`config.mk`:
```
export PLATFORM = sky130hd
export DESIGN_NAME = spi_slave_core
export DESIGN_NICKNAME = d
export VERILOG_FILES = /design/src/rtl/spi_sva_pkg.sv /design/src/rtl/spi_sync2.sv /design/src/rtl/spi_slave_core.sv
export SDC_FILE = /design/constraint.sdc
export NUM_CORES = 1
export LEC_CHECK = 0
export BUFFER_PORTS_ARGS = -buffer_cell sky130_fd_sc_hd__buf_2
export CORE_MARGIN = 5
export CORE_UTILIZATION = 35
export CTS_BUF_LIST = sky130_fd_sc_hd__clkbuf_4
export DETAILED_ROUTE_END_ITERATION = 10
export HOLD_SLACK_MARGIN = 0.03
export PLACE_DENSITY = 0.52
export SETUP_SLACK_MARGIN = 0.3
export SLEW_MARGIN = 20
export SYNTH_ARGS = -nofsm -noshare
export SYNTH_HDL_FRONTEND = slang
export SYNTH_SLANG_ARGS = --single-unit
export TNS_END_PERCENT = 100
```
`constraint.sdc`:
```
create_clock -name clk -period 2.55 [get_ports clk]
set_clock_uncertainty 0.05 [all_clocks]
set_input_delay 0.1275 -clock clk [delete_from_list [all_inputs] [get_ports clk]]
set_output_delay 0.1275 -clock clk [all_outputs]
set_load 0.03 [all_outputs]
```
`src/rtl/spi_sva_pkg.sv`:
```
// Shared SPI definitions for the slave core and its protocol checker.
// Holds the FSM state type and the CPOL/CPHA edge classification.
package spi_sva_pkg;

    typedef enum logic {
        IDLE   = 1'b0,
        ACTIVE = 1'b1
    } spi_slv_state_e;

    // The edge that captures data: rise when CPOL==CPHA, fall otherwise.
    function automatic logic is_sampling_edge(
        input logic cpol,
        input logic cpha,
        input logic rise,
        input logic fall
    );
        return (cpol == cpha) ? rise : fall;
    endfunction

    // The edge that launches data: the opposite of the sampling edge.
    function automatic logic is_change_edge(
        input logic cpol,
        input logic cpha,
        input logic rise,
        input logic fall
    );
        return (cpol == cpha) ? fall : rise;
    endfunction

endpackage

```
`src/rtl/spi_sync2.sv`:
```
// Two-flop synchronizer for one asynchronous SPI pin.
// The reset value is a parameter so each pin resets to its idle level.
module spi_sync2 #(
    parameter logic RST_VAL = 1'b0
) (
    input  logic clk,
    input  logic reset_n,
    input  logic d_i,
    output logic q_o
);

    logic meta_q;
    logic sync_q;

    // Two-stage capture of the asynchronous pin into the clk domain.
    always_ff @(posedge clk or negedge reset_n) begin
        if (!reset_n) begin
            meta_q <= RST_VAL;
            sync_q <= RST_VAL;
        end else begin
            meta_q <= d_i;
            sync_q <= meta_q;
        end
    end

    assign q_o = sync_q;

endmodule

```
`src/rtl/spi_slave_core.sv`:
```
// SPI slave datapath: oversampled pins, RX shifter with valid pulse,
// TX shifter fed from a one-deep valid/ready holding register.
module spi_slave_core
    import spi_sva_pkg::*;
#(
    parameter logic CPOL       = 1'b0,
    parameter logic CPHA       = 1'b0,
    parameter int   DATA_WIDTH = 8,
    parameter logic MSB_FIRST  = 1'b1
) (
    input  logic                  clk,
    input  logic                  reset_n,
    input  logic                  sclk,
    input  logic                  cs_n,
    input  logic                  mosi,
    output logic                  miso,
    output logic                  miso_oe,
    input  logic [DATA_WIDTH-1:0] tx_data,
    input  logic                  tx_valid,
    output logic                  tx_ready,
    output logic [DATA_WIDTH-1:0] rx_data,
    output logic                  rx_valid,
    output logic                  tx_underrun,
    output logic                  frame_abort
);

    localparam int W  = DATA_WIDTH;
    localparam int CW = $clog2(DATA_WIDTH);
    localparam logic [CW-1:0] LAST = CW'(DATA_WIDTH - 1);

    // Bit presented first on the wire for a given word.
    function automatic logic first_bit(input logic [W-1:0] w);
        return MSB_FIRST ? w[W-1] : w[0];
    endfunction

    // Word with its first-on-wire bit consumed.
    function automatic logic [W-1:0] drop_bit(input logic [W-1:0] w);
        return MSB_FIRST ? {w[W-2:0], 1'b0} : {1'b0, w[W-1:1]};
    endfunction

    logic sclk_s, cs_s, mosi_s;
    logic sclk_prev_q, cs_prev_q;
    logic sclk_rise, sclk_fall, cs_fall, cs_rise;
    logic samp_edge, chg_edge;

    spi_slv_state_e state_q, state_d;

    logic [W-1:0]  tx_sh_q, tx_sh_d;
    logic [W-1:0]  rx_sh_q, rx_sh_d;
    logic [W-1:0]  rx_next;
    logic [CW-1:0] bit_cnt_q, bit_cnt_d;
    logic [W-1:0]  hold_q, hold_d;
    logic          empty_q, empty_d;
    logic          miso_q, miso_d, miso_nx;
    logic          miso_oe_q, miso_oe_d;
    logic [W-1:0]  rx_data_q, rx_data_d;
    logic          rx_valid_q, rx_valid_d;
    logic          tx_underrun_q, tx_underrun_d;
    logic          frame_abort_q, frame_abort_d;
    logic          load;
    logic [W-1:0]  ld_word;

    spi_sync2 #(.RST_VAL(CPOL)) u_sync_sclk (
        .clk     (clk),
        .reset_n (reset_n),
        .d_i     (sclk),
        .q_o     (sclk_s)
    );

    spi_sync2 #(.RST_VAL(1'b1)) u_sync_cs (
        .clk     (clk),
        .reset_n (reset_n),
        .d_i     (cs_n),
        .q_o     (cs_s)
    );

    spi_sync2 #(.RST_VAL(1'b0)) u_sync_mosi (
        .clk     (clk),
        .reset_n (reset_n),
        .d_i     (mosi),
        .q_o     (mosi_s)
    );

    // Previous synchronized levels, used for edge detection.
    always_ff @(posedge clk or negedge reset_n) begin
        if (!reset_n) begin
            sclk_prev_q <= CPOL;
            cs_prev_q   <= 1'b1;
        end else begin
            sclk_prev_q <= sclk_s;
            cs_prev_q   <= cs_s;
        end
    end

    assign sclk_rise = sclk_s & ~sclk_prev_q;
    assign sclk_fall = ~sclk_s & sclk_prev_q;
    assign cs_fall   = ~cs_s & cs_prev_q;
    assign cs_rise   = cs_s & ~cs_prev_q;
    assign samp_edge = is_sampling_edge(CPOL, CPHA, sclk_rise, sclk_fall);
    assign chg_edge  = is_change_edge(CPOL, CPHA, sclk_rise, sclk_fall);

    assign rx_next = MSB_FIRST ? {rx_sh_q[W-2:0], mosi_s}
                               : {mosi_s, rx_sh_q[W-1:1]};
    assign ld_word = empty_q ? '0 : hold_q;

    // FSM state register.
    always_ff @(posedge clk or negedge reset_n) begin
        if (!reset_n) begin
            state_q <= IDLE;
        end else begin
            state_q <= state_d;
        end
    end

    // FSM next state: chip select framing only.
    always_comb begin
        state_d = state_q;
        case (state_q)
            IDLE:    if (cs_fall) state_d = ACTIVE;
            ACTIVE:  if (cs_rise) state_d = IDLE;
            default: state_d = IDLE;
        endcase
    end

    // FSM outputs: drive enable follows ACTIVE, MISO held low otherwise.
    always_comb begin
        miso_oe_d = (state_d == ACTIVE);
        miso_d    = miso_oe_d ? miso_nx : 1'b0;
    end

    // Shift datapath: frame start, sampling, launching and abort.
    always_comb begin
        tx_sh_d       = tx_sh_q;
        rx_sh_d       = rx_sh_q;
        bit_cnt_d     = bit_cnt_q;
        miso_nx       = miso_q;
        rx_data_d     = rx_data_q;
        rx_valid_d    = 1'b0;
        frame_abort_d = 1'b0;
        load          = 1'b0;
        if (state_q == IDLE) begin
            if (cs_fall) begin
                load      = 1'b1;
                bit_cnt_d = '0;
                rx_sh_d   = '0;
                if (CPHA) begin
                    tx_sh_d = ld_word;
                    miso_nx = 1'b0;
                end else begin
                    tx_sh_d = drop_bit(ld_word);
                    miso_nx = first_bit(ld_word);
                end
            end
        end else if (cs_rise) begin
            frame_abort_d = (bit_cnt_q != '0);
            bit_cnt_d     = '0;
        end else if (samp_edge) begin
            rx_sh_d = rx_next;
            if (bit_cnt_q == LAST) begin
                rx_data_d  = rx_next;
                rx_valid_d = 1'b1;
                bit_cnt_d  = '0;
                load       = 1'b1;
                tx_sh_d    = ld_word;
            end else begin
                bit_cnt_d = bit_cnt_q + 1'b1;
            end
        end else if (chg_edge) begin
            miso_nx = first_bit(tx_sh_q);
            tx_sh_d = drop_bit(tx_sh_q);
        end
    end

    // Holding register: a shift load empties it, a handshake refills it.
    always_comb begin
        hold_d        = hold_q;
        empty_d       = empty_q;
        tx_underrun_d = load & empty_q;
        if (load) begin
            empty_d = 1'b1;
        end
        if (tx_valid && empty_q) begin
            hold_d  = tx_data;
            empty_d = 1'b0;
        end
    end

    // Datapath and output registers.
    always_ff @(posedge clk or negedge reset_n) begin
        if (!reset_n) begin
            tx_sh_q       <= '0;
            rx_sh_q       <= '0;
            bit_cnt_q     <= '0;
            hold_q        <= '0;
            empty_q       <= 1'b1;
            miso_q        <= 1'b0;
            miso_oe_q     <= 1'b0;
            rx_data_q     <= '0;
            rx_valid_q    <= 1'b0;
            tx_underrun_q <= 1'b0;
            frame_abort_q <= 1'b0;
        end else begin
            tx_sh_q       <= tx_sh_d;
            rx_sh_q       <= rx_sh_d;
            bit_cnt_q     <= bit_cnt_d;
            hold_q        <= hold_d;
            empty_q       <= empty_d;
            miso_q        <= miso_d;
            miso_oe_q     <= miso_oe_d;
            rx_data_q     <= rx_data_d;
            rx_valid_q    <= rx_valid_d;
            tx_underrun_q <= tx_underrun_d;
            frame_abort_q <= frame_abort_d;
        end
    end

    assign miso        = miso_q;
    assign miso_oe     = miso_oe_q;
    assign tx_ready    = empty_q;
    assign rx_data     = rx_data_q;
    assign rx_valid    = rx_valid_q;
    assign tx_underrun = tx_underrun_q;
    assign frame_abort = frame_abort_q;

endmodule

```
==> summary.md <==
| Metric | Value |
|---|---|
| Post-Route WL | `3760 um` |
| Total GRT Usage | `0.115` |
| Status | `completed` |
| TritonCTS clock tree | `built` |
| Post-DR wirelength/cell | `14.3 um` |
| Number of cell rows | `27` |
| Num CTS Buffers | `5` |
| Post-route cell area | `2370 um^2` |
| Crit path arrival time | `2.24 ns` |
| Rel. slew slack | `0.602` |
| GPL Wtd Cong | `0.835` |
| Endpoint class of the critical path | `flip-flop` |
| Tmin final | `2.04 ns` |
| Final hold viol count | `0` |
| Syn Inst Count | `146` |
| Worst-Margin Slew | `0.597 ns` |
| Clk slew on worst S/H paths | `0.13 ns` |
| Yosys warns | `0` |
| Fmax | `0.491 GHz` |
| Vias in the first global route | `1364` |
| Layout cell share with drive strength beyond 1 | `0.351` |
| Largest cells by area after synthesis | `dfrtp_1 (56%), mux2_2 (13%), dfstp_2 (5.3%)` |
| Main combinational cell family by area after synthesis | `multiplexers` |
| Total gr overflow | `0` |
| Startpoint Class | `flip-flop` |
| Synth-to-Final Area Change | `20.3%` |
| Core box area | `5470 um^2` |
| Power Density | `769 nW/um^2` |
| Drt drc | `0` |
| Avg Inst Size Synth | `13.5 um^2` |
| Compound-Gate Fraction of Synth Area | `0.111` |
| Post CTS Setup Buffer Count | `0` |
| Post-synthesis sequential area ratio | `0.613` |
| Chip Height | `85.0 um` |
| CTS max path bufs | `2` |
| Routed met2 length | `1740 um` |
| Met1 WL | `1800 um` |
| Skew-Pair Late Insertion Delay | `0.35 ns` |
| Vias | `1299` |
| Max-Cap Viols | `0` |
| LEAKAGE | `0.00116 uW` |
| Crit Path Category | `reg2reg` |
| Initial Util | `0.360` |
| Worst min path class | `in2async` |
| Starting DRT DRC Count | `83` |
| XOR/XNOR share of the synthesized area | `0` |
| Wire length on met3 | `163 um` |
| First-pass GRT wire length | `6680 um` |
| TritonRoute pass-1 iters | `4` |
| Mapped Area | `1970 um^2` |
| Sequential Power Share | `0.578` |
| Comb power frac | `0.234` |
| Die ar. | `7220 um^2` |
| Number of nets in the layout | `207` |
| Avg Vias per Cell | `4.94` |
| Die X | `85.0 um` |
| # port buffers | `27` |
| Multi-input logic area | `731 um^2` |
| Fraction of the mapped netlist area in adder cells | `0.0191` |
| Sw power | `553 uW` |
| Antenna-violating nets left | `0` |
| Worst reg2reg path endpoint | `tx_sh_q[2]$_DFFE_PN0P_` |
| Ports | `28` |
| Register Area | `1210 um^2` |
| Initial antenna violation count | `0` |
| Max-slew violation count | `0` |
| Multiplexer share of the synthesized area | `0.137` |
| Post-synth cell types | `31` |
| Setup repair after global routing missed its margin | `no` |
| DP HPWL | `2620 um` |
| Final Setup Violations | `0` |
| Sw frac | `0.304` |
| Worst Path Required | `2.75 ns` |
| Syn nets | `163` |
| Pint | `1270 uW` |
| Reg-to-reg startpoint | `bit_cnt_q[0]$_DFFE_PN0P_` |
| #FFs+latches synth | `48` |
| Simple-gate area share of the yosys netlist | `0.105` |
| CP Max Fanout | `8` |
| Top layer in use | `met4` |
| Post-synth top area share | `0.559` |
| Yosys top cell by area | `dfrtp_1` |
| DP Area | `2190 um^2` |
| Reg-to-reg slack, setup | `0.51 ns` |
| Post-layout util | `0.433` |
| Root Buffer | `clkbuf_4` |
| Clock sinks | `48` |
| Peak supply drop | `340 uV` |
| Htree depth | `2` |
| Sum Neg Setup Slack | `0 ns` |
| R2r worst-path depth | `5` |
| Final worst-path cycle share | `0.799` |
| Largest net degree at the start of global routing | `49` |
| ANT cells | `0` |
| Clock power share | `0.188` |
| Number of fill cells | `539` |
[power by group through the flow]
stage                     clock network (uW)  registers, uW  logic [uW]
after CTS                                360           1050         432
after floorplan                            0           1040         309
final                                    343           1050         426
after global placement                     0           1060         405
after global routing                     390           1080         473
after detailed placement                   0           1070         416
[per-stage QoR]
step	worst slack [ns]	cells	hold slack (ns)	total power, uW
floorplan	0.782	146	-0.218	1350
global placement	0.548	243	0.184	1470
detailed placement	0.538	243	0.187	1480
CTS	0.504	263	0.291	1840
global route	0.366	263	0.297	1940
finish	0.513	263	0.255	1820
[state kept, by name, summed over array words and instances (netlist names), 3 cells and up]
signal     flops
bit_cnt_q      3
hold_q         8
rx_data        8
rx_sh_q        7
tx_sh_q        8
[repair_timing]
item	CTS	global route
endpoints found under the hold margin	55	0
hold buffers	12	0
resized for setup	0	0
[per-layer routing]
metal,GRT usage,vias up
li1,-,617
met1,0.154,650
met2,0.176,27
met3,0.0379,5
met4,0.0403,0
met5,0,-
[worst max-delay path by stage]
| stage | from | end | slack [ns] | cells after the start |
|---|---|---|---|---|
| final | bit_cnt_q[0]$_DFFE_PN0P_ | tx_sh_q[2]$_DFFE_PN0P_ | 0.51 | 5 |
| after global routing | bit_cnt_q[0]$_DFFE_PN0P_ | tx_sh_q[2]$_DFFE_PN0P_ | 0.37 | 5 |
| after CTS | bit_cnt_q[0]$_DFFE_PN0P_ | tx_sh_q[2]$_DFFE_PN0P_ | 0.50 | 5 |
| after detailed placement | bit_cnt_q[0]$_DFFE_PN0P_ | tx_sh_q[7]$_DFFE_PN0P_ | 0.54 | 5 |
| after global placement | bit_cnt_q[0]$_DFFE_PN0P_ | tx_sh_q[5]$_DFFE_PN0P_ | 0.55 | 5 |
| after floorplan | bit_cnt_q[0]$_DFFE_PN0P_ | tx_sh_q[1]$_DFFE_PN0P_ | 0.78 | 5 |
[cell usage after synthesis]
| cell | count |
|---|---|
| a21boi_0 | 1 |
| a21oi_1 | 4 |
| a221o_1 | 7 |
| a221oi_1 | 1 |
| a22o_1 | 7 |
| a22oi_1 | 1 |
| a32oi_2 | 1 |
| and2b_1 | 1 |
| and3_1 | 4 |
| buf_2 | 1 |
| clkbuf_1 | 2 |
| dfrtp_1 | 44 |
| dfstp_2 | 4 |
| ha_1 | 3 |
| inv_1 | 4 |
| inv_2 | 1 |
| mux2_2 | 23 |
| mux2i_1 | 1 |
| nand2_1 | 6 |
| nand2_4 | 1 |
| nand2b_1 | 4 |
| nand3_1 | 2 |
| nor2_1 | 9 |
| nor2b_1 | 3 |
| nor3_1 | 4 |
| nor3_4 | 1 |
| nor3b_1 | 1 |
| nor4b_1 | 1 |
| o211ai_1 | 2 |
| o21ai_0 | 1 |
| o22ai_1 | 1 |
[logic make-up after synthesis]
logic type | after synthesis
multiplexers | 24
flip-flops | 48
AO/OA/AOI/OAI | 26
buffers and inverters | 8
adder cells (fa/ha/maj) | 3
AND/OR/NAND/NOR | 37
[worst max-delay path, stage by stage, from the launching register on]
cell and delay [ns]:
dfrtp_1 0.42, ha_1 0.18, ha_1 0.29, nand2_1 0.10, a32oi_2 0.51, mux2_2 0.40
[cell type report]
class                           count  area share
Clock buffer                        5      0.0159
Clock inverter                      3     0.00793
Inverter                            5     0.00793
Multi-Input combinational cell     90       0.309
Sequential cell                    48       0.510
Tap cell                           72      0.0381
Timing Repair Buffer               40       0.112
[placed cells by master (no fill, tap or decap), drive strengths merged, types with 3 or more instances in the layout]
master | netlist | layout
nor2 | 9 | 9
ha | 3 | 3
dfrtp | 44 | 44
nor3 | 5 | 5
nand2 | 7 | 7
nand2b | 4 | 4
mux2 | 23 | 23
clkbuf | 2 | 5
nor2b | 3 | 3
a21oi | 4 | 4
and3 | 4 | 4
clkinv | 0 | 3
buf | 1 | 28
dlygate4sd3 | 0 | 12
a221o | 7 | 7
dfstp | 4 | 4
a22o | 7 | 7
inv | 5 | 5
Note: power is estimated with default switching activity, not from simulation.
